--- src/rtl/fifo_stream_drain.sv ---
// Drains a synchronous FIFO into a registered valid/ready stream, tagging every
// PKTLEN-th word as last. A one-entry skid keeps the FIFO read independent of i_ready.
module fifo_stream_drain #(
    parameter int BW     = 8,
    parameter int PKTLEN = 4,
    parameter int LGPKT  = 8
) (
    input  logic          i_clk,
    input  logic          i_reset,
    input  logic          i_fifo_empty,
    input  logic [BW-1:0] i_fifo_data,
    output logic          o_fifo_rd,
    output logic          o_valid,
    input  logic          i_ready,
    output logic [BW-1:0] o_data,
    output logic          o_last
);

    logic             skid_vld;
    logic [BW-1:0]    skid_data;
    logic             skid_last;
    logic [LGPKT-1:0] word_cnt;
    logic             tag;
    logic             out_free;

    assign tag       = (word_cnt == LGPKT'(PKTLEN - 1));
    // The skid occupancy alone throttles reads, so i_ready never reaches o_fifo_rd.
    assign o_fifo_rd = !i_reset && !i_fifo_empty && !skid_vld;
    assign out_free  = !o_valid || i_ready;

    always_ff @(posedge i_clk or posedge i_reset) begin
        if (i_reset) begin
            word_cnt  <= '0;
            skid_vld  <= 1'b0;
            skid_data <= '0;
            skid_last <= 1'b0;
            o_valid   <= 1'b0;
            o_data    <= '0;
            o_last    <= 1'b0;
        end else begin
            if (o_fifo_rd)
                word_cnt <= tag ? '0 : word_cnt + LGPKT'(1);

            // Output stage: skid word has priority; it cannot coincide with a FIFO read.
            if (out_free) begin
                if (skid_vld) begin
                    o_valid  <= 1'b1;
                    o_data   <= skid_data;
                    o_last   <= skid_last;
                    skid_vld <= 1'b0;
                end else if (o_fifo_rd) begin
                    o_valid <= 1'b1;
                    o_data  <= i_fifo_data;
                    o_last  <= tag;
                end else begin
                    o_valid <= 1'b0;
                end
            end else if (o_fifo_rd) begin
                skid_vld  <= 1'b1;
                skid_data <= i_fifo_data;
                skid_last <= tag;
            end
        end
    end

endmodule
--- config.mk ---
export PLATFORM = sky130hd
export DESIGN_NAME = fifo_stream_drain
export DESIGN_NICKNAME = d
export VERILOG_FILES = /design/src/rtl/fifo_stream_drain.sv
export SDC_FILE = /design/constraint.sdc
export NUM_CORES = 1
export LEC_CHECK = 0
export BUFFER_PORTS_ARGS = -buffer_cell sky130_fd_sc_hd__buf_2
export CORE_UTILIZATION = 48
export CTS_BUF_LIST = sky130_fd_sc_hd__clkbuf_16
export DETAILED_ROUTE_END_ITERATION = 10
export PLACE_DENSITY = 0.73
export SYNTH_ARGS = -nofsm -noshare
export SYNTH_HDL_FRONTEND = slang
export SYNTH_SLANG_ARGS = --single-unit
--- constraint.sdc ---
create_clock -name i_clk -period 1.6 [get_ports i_clk]
set_input_delay 0.32 -clock i_clk [delete_from_list [all_inputs] [get_ports i_clk]]
set_output_delay 0.32 -clock i_clk [all_outputs]
set_load 0.05 [all_outputs]
==> impl_metrics.csv, run 1 <==
group,metric,value,unit
synth,netlist_area,1270,sq um
routing,drt_iter0_markers,4,
clock_network,path_clk_slew,70,ps
clock_network,holdBufCountCts,0,
timing,setup_violations,2,
timing,worst_hold_slack,188,ps
critical_path,crit_path_end_kind,"output port",
global_route,grt_pass1_wl,3880,um
critical_path,critPathSlowestCell,"dfrtp_1",
cells_and_area,final_cell_area,1690,sq um
cells_and_area,drive_above_1_share,0.548,
power,ir_drop,1230,uV
synth,seq_area_frac_synth,0.550,
cells_and_area,final_cell_mix,"dfrtp_1 (27), buf_2 (21), mux2_2 (17), buf_4 (12), mux2_4 (9)",
timing,grt_setup_unrepaired,"true",
clock_network,clk_latency,260,ps
global_route,gr-total-overflow,0,
timing,drv_slew,0,
die,core.rowCount,18,
global_route,track_usage,0.193,
critical_path,crit_chain,"or3_4, buf_6, clkinvlp_4, buf_8",
global_route,grt_max_degree,20,
outcome,violations,"setup timing",
clock_network,cts_sinks,28,
critical_path,path_depth,4,
die,die-height,53.5,um
cells_and_area,syn2layout_area_growth,32.3,%
die,start_util,0.510,
global_route,grt_pass1_vias,872,
placed_design,place_congestion,0.762,
cells_and_area,fillers,190,
critical_path,critical_path_arrival,1320,ps
synth,syn_inst,97,
timing,fin_crit_sh,1.02,
routing,via_per_inst,5.30,
critical_path,worstSetupPathType,"flop to output port",
synth,yosysTopAreaCellShare,0.550,
synth,synth_largest_area_cell,"dfrtp_1",
critical_path,path_delay_family,"flip-flops",
synth,ys_seq_elements,28,
power,power_density,1470,nW/um^2
cells_and_area,ff_latch_area,702,sq um
clock_network,cts-root-buf,"clkbuf_16",
clock_network,cts.htree.levels,1,
outcome,status,"finished with violations",
routing,firstDrtPassIters,4,
clock_network,cts_made_buffers,3,
critical_path,rr_endpoint,"word_cnt[6]",
routing,ant_nets,0,
routing,routed_wl,2440,um
timing,max_slew_margin,0.712,
synth,ys_warn_count,0,
die,io_pins,23,
critical_path,endpoint,"o_fifo_rd",
timing,max_freq,611,MHz
critical_path,cp-start-kind,"flop",
clock_network,cts_tree,"yes",
synth,postSynthNetCount,110,
power,power.total,0.00248,W
cells_and_area,antenna_cells,0,
placed_design,placed_cell_area,1530,sq um
die,coreArea,2500,sq um
die,die_w,53.5,um
critical_path,ff2ff_path_depth,5,
timing,period_minus_slack,1640,ps
clock_network,cts_max_path_buffers,2,
critical_path,reg2reg_slack,-10,ps
critical_path,cp.buffers_inverters,3,
synth,postSynthAreaPerCell,13.1,sq um
critical_path,required,1280,ps
cells_and_area,final_nets,149,
placed_design,numPortBuffers,22,
synth,ys_top_cells_by_area,"dfrtp_1 (55%), mux2_2 (15%), mux2_4 (11%)",
cells_and_area,multi_input_area,566,sq um
critical_path,path_max_fanout,3,
timing,setup_ws,-36.8,ps
timing,worst_pin_slew,432,ps
placed_design,dp_hpwl,1790,um
cells_and_area,final_util,0.675,
timing,hold_viol_final,0,
hold_path,hold_class,"primary input to asynchronous set/reset pin",
critical_path,crit_start,"skid_vld",
routing,drc,0,
cells_and_area,layout_commonest_cell,"dfrtp_1",
critical_path,r2r_start,"skid_vld",
timing,clock_skew,3.97,ps
die,dieArea,2870,sq um
routing,vias,875,
routing,wire_per_inst,14.8,um
job,cap_violations,0,
power,p_leak,0.817,nW
global_route,antenna_found_initial,0,
synth,synth_cell_types,22,
critical_path,cpPeakStageDelay,380,ps
==> power by group <==
part | leakage [nW] | total [W] | switching (W) | internal [W]
clock | 0.0511 | 0.000723 | 0.000226 | 0.000498
combinational | 0.422 | 0.000763 | 0.000424 | 0.000339
sequential | 0.344 | 0.000997 | 0.000109 | 0.000887
total | 0.817 | 0.00248 | 0.000759 | 0.00172
==> area by class of cell <==
type                            instances  area share
Clock buffer                            3      0.0445
Inverter                                3     0.00890
Clock inverter                          1      0.0178
Timing Repair Buffer                   37       0.155
Tap cell                               30      0.0223
Multi-Input combinational cell         63       0.335
Sequential cell                        28       0.416
==> registers in the layout, indices dropped and copies added (netlist names) <==
name	count
o_valid	1
word_cnt	8
o_last	1
skid_data	8
o_data	8
skid_last	1
skid_vld	1
==> what timing repair did <==
action	CTS	global route
resized for setup	6	3
pin swaps	0	0
endpoints found under the setup margin	5	6
setup buffers	1	1
==> layer usage <==
metal	track usage	wire (um)
met1	0.238	1030
met2	0.338	1290
met3	0.0367	59
met4	0.0658	52
met5	0	0
==> synth_stat cells <==
cell type / n
buf_1: 1
buf_2: 1
buf_6: 1
dfrtp_1: 28
ha_1: 1
inv_1: 3
mux2_2: 17
mux2_4: 9
nand2_1: 6
nand2b_1: 1
nand3_1: 1
nand4_1: 3
nor2_1: 5
nor3_1: 2
o21ai_0: 5
o21ai_1: 1
o31ai_1: 1
or2_1: 1
or3_1: 4
or4b_2: 1
xnor2_1: 2
xor2_1: 3
==> worst min path at each step <==
stage,startpoint,endpoint,slack (ps),depth (start not counted)
detailed placement,word_cnt[7],word_cnt[7],460,1
global route,i_reset,word_cnt[7],220,3
global placement,word_cnt[7],word_cnt[7],450,1
floorplan,i_reset,o_data[0],390,1
finish,i_reset,word_cnt[7],190,3
CTS,i_reset,word_cnt[7],200,3
==> cells by family (layout without fill, tap and decap cells) <==
| kind of cell | after synthesis | in the layout | synth area share |
|---|---|---|---|
| flops | 28 | 28 | 0.550 |
| xor+xnor | 5 | 5 | 0.0344 |
| buf+inv | 6 | 44 | 0.0245 |
| mux | 26 | 26 | 0.256 |
| simple gates | 24 | 24 | 0.0962 |
| fa+ha+maj | 1 | 1 | 0.00981 |
| compound gates | 7 | 7 | 0.0294 |
==> through the flow <==
step                worst slack (ps)  instances  TNS (ps)
global placement               -45.2        159      -206
finish                         -36.8        165     -44.1
global route                   -76.7        165      -119
detailed placement             -99.0        159      -677
floorplan                      -7.27         97     -65.4
CTS                            -84.4        164     -84.4
==> worst min-delay path: stages <==
cell,delay [ps]
buf_2,110
buf_4,130
inv_1,320
Note: power is estimated with default switching activity, not from simulation.
==> run 2: changes to the inputs <==
==> constraint.sdc (replaced) <==
create_clock -name i_clk -period 1.6 [get_ports i_clk]
set_input_delay 0.32 -clock i_clk [delete_from_list [all_inputs] [get_ports i_clk]]
set_output_delay 0.32 -clock i_clk [all_outputs]
set_load 0.1 [all_outputs]
==> impl_metrics.csv, run 2 (same netlist as run 1, synthesis figures left out) <==
group,metric,value,unit
outcome,status,"finished with violations",
outcome,violations,"setup timing",
timing,fin_crit_sh,1.05,
cells_and_area,final_cell_mix,"dfrtp_1 (27), buf_2 (21), mux2_2 (16), buf_4 (12), mux2_4 (10)",
placed_design,place_congestion,0.837,
placed_design,placed_cell_area,1530,sq um
power,ir_drop,1150,uV
clock_network,cts.htree.levels,1,
routing,via_per_inst,5.41,
power,power_density,1530,nW/um^2
cells_and_area,syn2layout_area_growth,31.2,%
critical_path,worstSetupPathType,"flop to output port",
critical_path,ff2ff_path_depth,5,
timing,setup_ws,-84.8,ps
critical_path,critical_path_arrival,1360,ps
timing,worst_pin_slew,492,ps
die,dieArea,2870,sq um
routing,routed_wl,2570,um
routing,vias,893,
die,io_pins,23,
die,start_util,0.510,
cells_and_area,final_cell_area,1670,sq um
clock_network,cts_max_path_buffers,2,
clock_network,path_clk_slew,70,ps
timing,clock_skew,2.50,ps
die,die_w,53.5,um
power,power.total,0.00257,W
routing,drc,0,
die,coreArea,2500,sq um
critical_path,path_max_fanout,2,
timing,grt_setup_unrepaired,"true",
cells_and_area,final_nets,149,
timing,drv_slew,0,
placed_design,dp_hpwl,1760,um
critical_path,cp-start-kind,"flop",
global_route,grt_pass1_wl,4310,um
timing,max_slew_margin,0.675,
clock_network,cts_made_buffers,3,
critical_path,crit_path_end_kind,"output port",
placed_design,numPortBuffers,22,
clock_network,cts-root-buf,"clkbuf_16",
cells_and_area,layout_commonest_cell,"dfrtp_1",
hold_path,hold_class,"primary input to asynchronous set/reset pin",
routing,wire_per_inst,15.6,um
global_route,grt_pass1_vias,910,
timing,setup_violations,2,
clock_network,clk_latency,260,ps
die,die-height,53.5,um
cells_and_area,fillers,173,
timing,hold_viol_final,0,
clock_network,cts_tree,"yes",
global_route,track_usage,0.214,
cells_and_area,biggestRegsByFlops,"o_data x8, skid_data x8, word_cnt x8",
cells_and_area,antenna_cells,0,
global_route,grt_max_degree,20,
die,core.rowCount,18,
timing,period_minus_slack,1680,ps
clock_network,cts_sinks,28,
routing,drt_iter0_markers,20,
cells_and_area,final_util,0.669,
routing,ant_nets,0,
global_route,antenna_found_initial,0,
cells_and_area,drive_above_1_share,0.548,
timing,max_freq,594,MHz
routing,firstDrtPassIters,4,
global_route,gr-total-overflow,0,
critical_path,required,1280,ps
job,cap_violations,0,
power,p_leak,0.807,nW
## run 2: changes by cell type in the layout (fill, tap and decap cells not counted), sizes merged
cell | previous run | this run
clkinv | 0 | 1
bufinv | 1 | 0
## run 2: final cells by class
type / count / area (sq um) / share of cell area
inverter: 3 / 15.0 / 0.00898
timing repair buffer: 37 / 267 / 0.159
clock buffer: 3 / 75.1 / 0.0449
sequential: 28 / 704 / 0.421
tap: 30 / 37.5 / 0.0224
clock inverter: 1 / 3.75 / 0.00224
multi-input combinational: 63 / 571 / 0.341
## run 2: critical path, stage by stage, from the launching register on
cell	delay, ps
dfrtp_1	380
or3_4	340
buf_6	130
clkinvlp_4	80
buf_12	170
## run 2: path summary, 6_finish.rpt
| kind | start | slack [ps] | to |
|---|---|---|---|
| worst max-delay path | skid_vld | -80 | o_fifo_rd |
| worst max register to register | skid_vld | -10 | word_cnt[6] |
| max in group asynchronous | i_reset | 950 | skid_data[5] |
| min in group i_clk | i_fifo_data[1] | 300 | skid_data[1] |
| worst min-delay path | i_reset | 190 | o_valid |
| worst min register to register | word_cnt[7] | 470 | word_cnt[7] |
## run 2: through the flow
step / hold slack (ps) / setup TNS [ps] / instances / setup WS (ps)
finish: 194 / -95.8 / 165 / -84.8
global route: 244 / -194 / 165 / -138
CTS: 200 / -70.5 / 165 / -70.5
detailed placement: 463 / -400 / 157 / -73.4
global placement: 457 / -213 / 157 / -25.9
floorplan: 385 / -72.0 / 97 / -7.27
## run 2: where the power goes
| group | total (W) | switching, W | internal, W |
|---|---|---|---|
| Sequential | 0.000993 | 0.000105 | 0.000888 |
| Clock | 0.000565 | 0.000230 | 0.000335 |
| Combinational | 0.00101 | 0.000666 | 0.000342 |
| Total | 0.00257 | 0.00100 | 0.00157 |
## run 2: what timing repair did
item / 4_1_cts / 5_1_grt
buffers inserted: 4 / 0
setup endpoints to repair: 6 / 3
gates resized for setup: 6 / 2
hold buffers: 0 / 0
pin swaps: 1 / 0
## run 2: per-layer routing
layer,track usage,part of all wire,up-vias
li1,-,-,418
met1,0.292,0.43,444
met2,0.340,0.52,27
met3,0.0452,0.031,4
met4,0.0702,0.011,0
met5,0,0,-
==> run 3: changes to the inputs <==
- CTS_BUF_LIST: sky130_fd_sc_hd__clkbuf_16 -> default
==> impl_metrics.csv, run 3 (same netlist as run 1, synthesis figures left out) <==
group,metric,value,unit
outcome,status,"finished with violations",
outcome,violations,"setup timing",
routing,drc,0,
timing,max_slew_margin,0.675,
routing,wire_per_inst,15.7,um
global_route,gr-total-overflow,0,
critical_path,crit_path_end_kind,"output port",
placed_design,dp_hpwl,1760,um
timing,drv_slew,0,
cells_and_area,ff_latch_area,704,sq um
critical_path,critical_path_arrival,1460,ps
critical_path,cp-start-kind,"flop",
timing,hold_viol_final,0,
cells_and_area,syn2layout_area_growth,30.4,%
die,io_pins,23,
clock_network,path_clk_slew,150,ps
critical_path,crit_chain,"or3_4, buf_6, clkinvlp_4, buf_12",
routing,routed_wl,2610,um
placed_design,place_congestion,0.837,
clock_network,cts_sinks,28,
timing,fin_crit_sh,1.12,
timing,period_minus_slack,1780,ps
clock_network,cts_tree,"yes",
cells_and_area,layout_commonest_cell,"dfrtp_1",
critical_path,cpPeakStageDelay,420,ps
critical_path,path_max_fanout,2,
power,power_density,1410,nW/um^2
cells_and_area,final_cell_area,1660,sq um
die,die-height,53.5,um
timing,grt_setup_unrepaired,"true",
clock_network,cts_max_path_buffers,2,
critical_path,critPathSlowestCell,"dfrtp_1",
routing,vias,893,
power,power.total,0.00235,W
routing,firstDrtPassIters,4,
cells_and_area,final_cell_mix,"dfrtp_1 (27), buf_2 (21), mux2_2 (16), buf_4 (12), mux2_4 (10)",
routing,via_per_inst,5.38,
clock_network,holdBufCountCts,0,
timing,setup-tns-final,-336,ps
timing,worst_pin_slew,490,ps
critical_path,reg2reg_slack,-110,ps
clock_network,cts_made_buffers,3,
die,coreArea,2500,sq um
critical_path,worstSetupPathType,"flop to output port",
timing,max_freq,560,MHz
timing,setup_ws,-185,ps
placed_design,numPortBuffers,22,
global_route,antenna_found_initial,0,
die,die_w,53.5,um
clock_network,cts.htree.levels,1,
die,core.rowCount,18,
timing,setup_violations,3,
die,dieArea,2870,sq um
cells_and_area,biggestRegsByFlops,"o_data x8, skid_data x8, word_cnt x8",
global_route,track_usage,0.208,
cells_and_area,final_nets,150,
timing,clock_skew,3.97,ps
placed_design,placed_cell_area,1530,sq um
hold_path,hold_class,"primary input to asynchronous set/reset pin",
timing,worst_hold_slack,110,ps
clock_network,clk_latency,320,ps
critical_path,ff2ff_path_depth,6,
critical_path,required,1280,ps
routing,ant_nets,0,
cells_and_area,fillers,178,
global_route,grt_pass1_wl,4270,um
cells_and_area,multi_input_area,592,sq um
global_route,grt_max_degree,20,
critical_path,rr_endpoint,"word_cnt[6]",
routing,drt_iter0_markers,9,
power,p_leak,0.816,nW
power,ir_drop,1020,uV
cells_and_area,drive_above_1_share,0.574,
clock_network,cts-root-buf,"clkbuf_4",
die,start_util,0.510,
global_route,grt_pass1_vias,933,
job,cap_violations,0,
cells_and_area,antenna_cells,0,
cells_and_area,final_util,0.665,
critical_path,r2r_start,"skid_vld",
[run 3: worst max-delay path, delay by kind of cell, from the launching register on]
family	cells	cell delay, ps
DFF	1	420
buffers and inverters	3	380
and+or+nand+nor	1	340
[run 3: what timing repair did]
action / in CTS / in global routing
gates resized for setup: 6 / 7
endpoints found under the hold margin: 0 / 0
endpoints found under the setup margin: 6 / 4
pin swaps: 1 / 1
buffers inserted: 4 / 1
[run 3: where the power goes]
| part | switching [W] | internal [W] | total [W] | leakage (nW) |
|---|---|---|---|---|
| clock | 0.000203 | 0.000139 | 0.000342 | 0.0210 |
| sequential | 0.000107 | 0.000886 | 0.000993 | 0.345 |
| combinational | 0.000667 | 0.000344 | 0.00101 | 0.451 |
| total | 0.000977 | 0.00137 | 0.00235 | 0.816 |
[run 3: layer usage]
| metal | GRT usage | share of wire | up-vias |
|---|---|---|---|
| met5 | 0 | 0 | - |
| met4 | 0.0658 | 0.0061 | 0 |
| met3 | 0.0395 | 0.022 | 2 |
| met2 | 0.346 | 0.53 | 14 |
| met1 | 0.274 | 0.44 | 458 |
| li1 | - | - | 419 |
[run 3: worst max path at each step]
stage                 from      endpoint  slack (ps)  depth (start not counted)
6_report          skid_vld     o_fifo_rd        -180                          4
3_5_place_dp   word_cnt[0]        o_last         -70                          4
5_1_grt           skid_vld     o_fifo_rd        -250                          4
2_1_floorplan     skid_vld  skid_data[0]          -7                          5
4_1_cts           skid_vld     o_fifo_rd        -170                          4
3_3_place_gp       i_reset     skid_last         -30                          5
[run 3: area by class of cell]
cell class / count / area share
Clock buffer: 4 / 0.0218
Inverter: 3 / 0.00903
Multi-Input combinational cell: 63 / 0.356
Sequential cell: 28 / 0.424
Tap cell: 30 / 0.0226
Timing Repair Buffer: 38 / 0.167
[run 3: through the flow]
stage / worst slack [ps] / instances
after detailed placement: -73.4 / 157
after floorplan: -7.27 / 97
after global routing: -250 / 166
final: -185 / 166
after global placement: -25.9 / 157
after CTS: -172 / 165
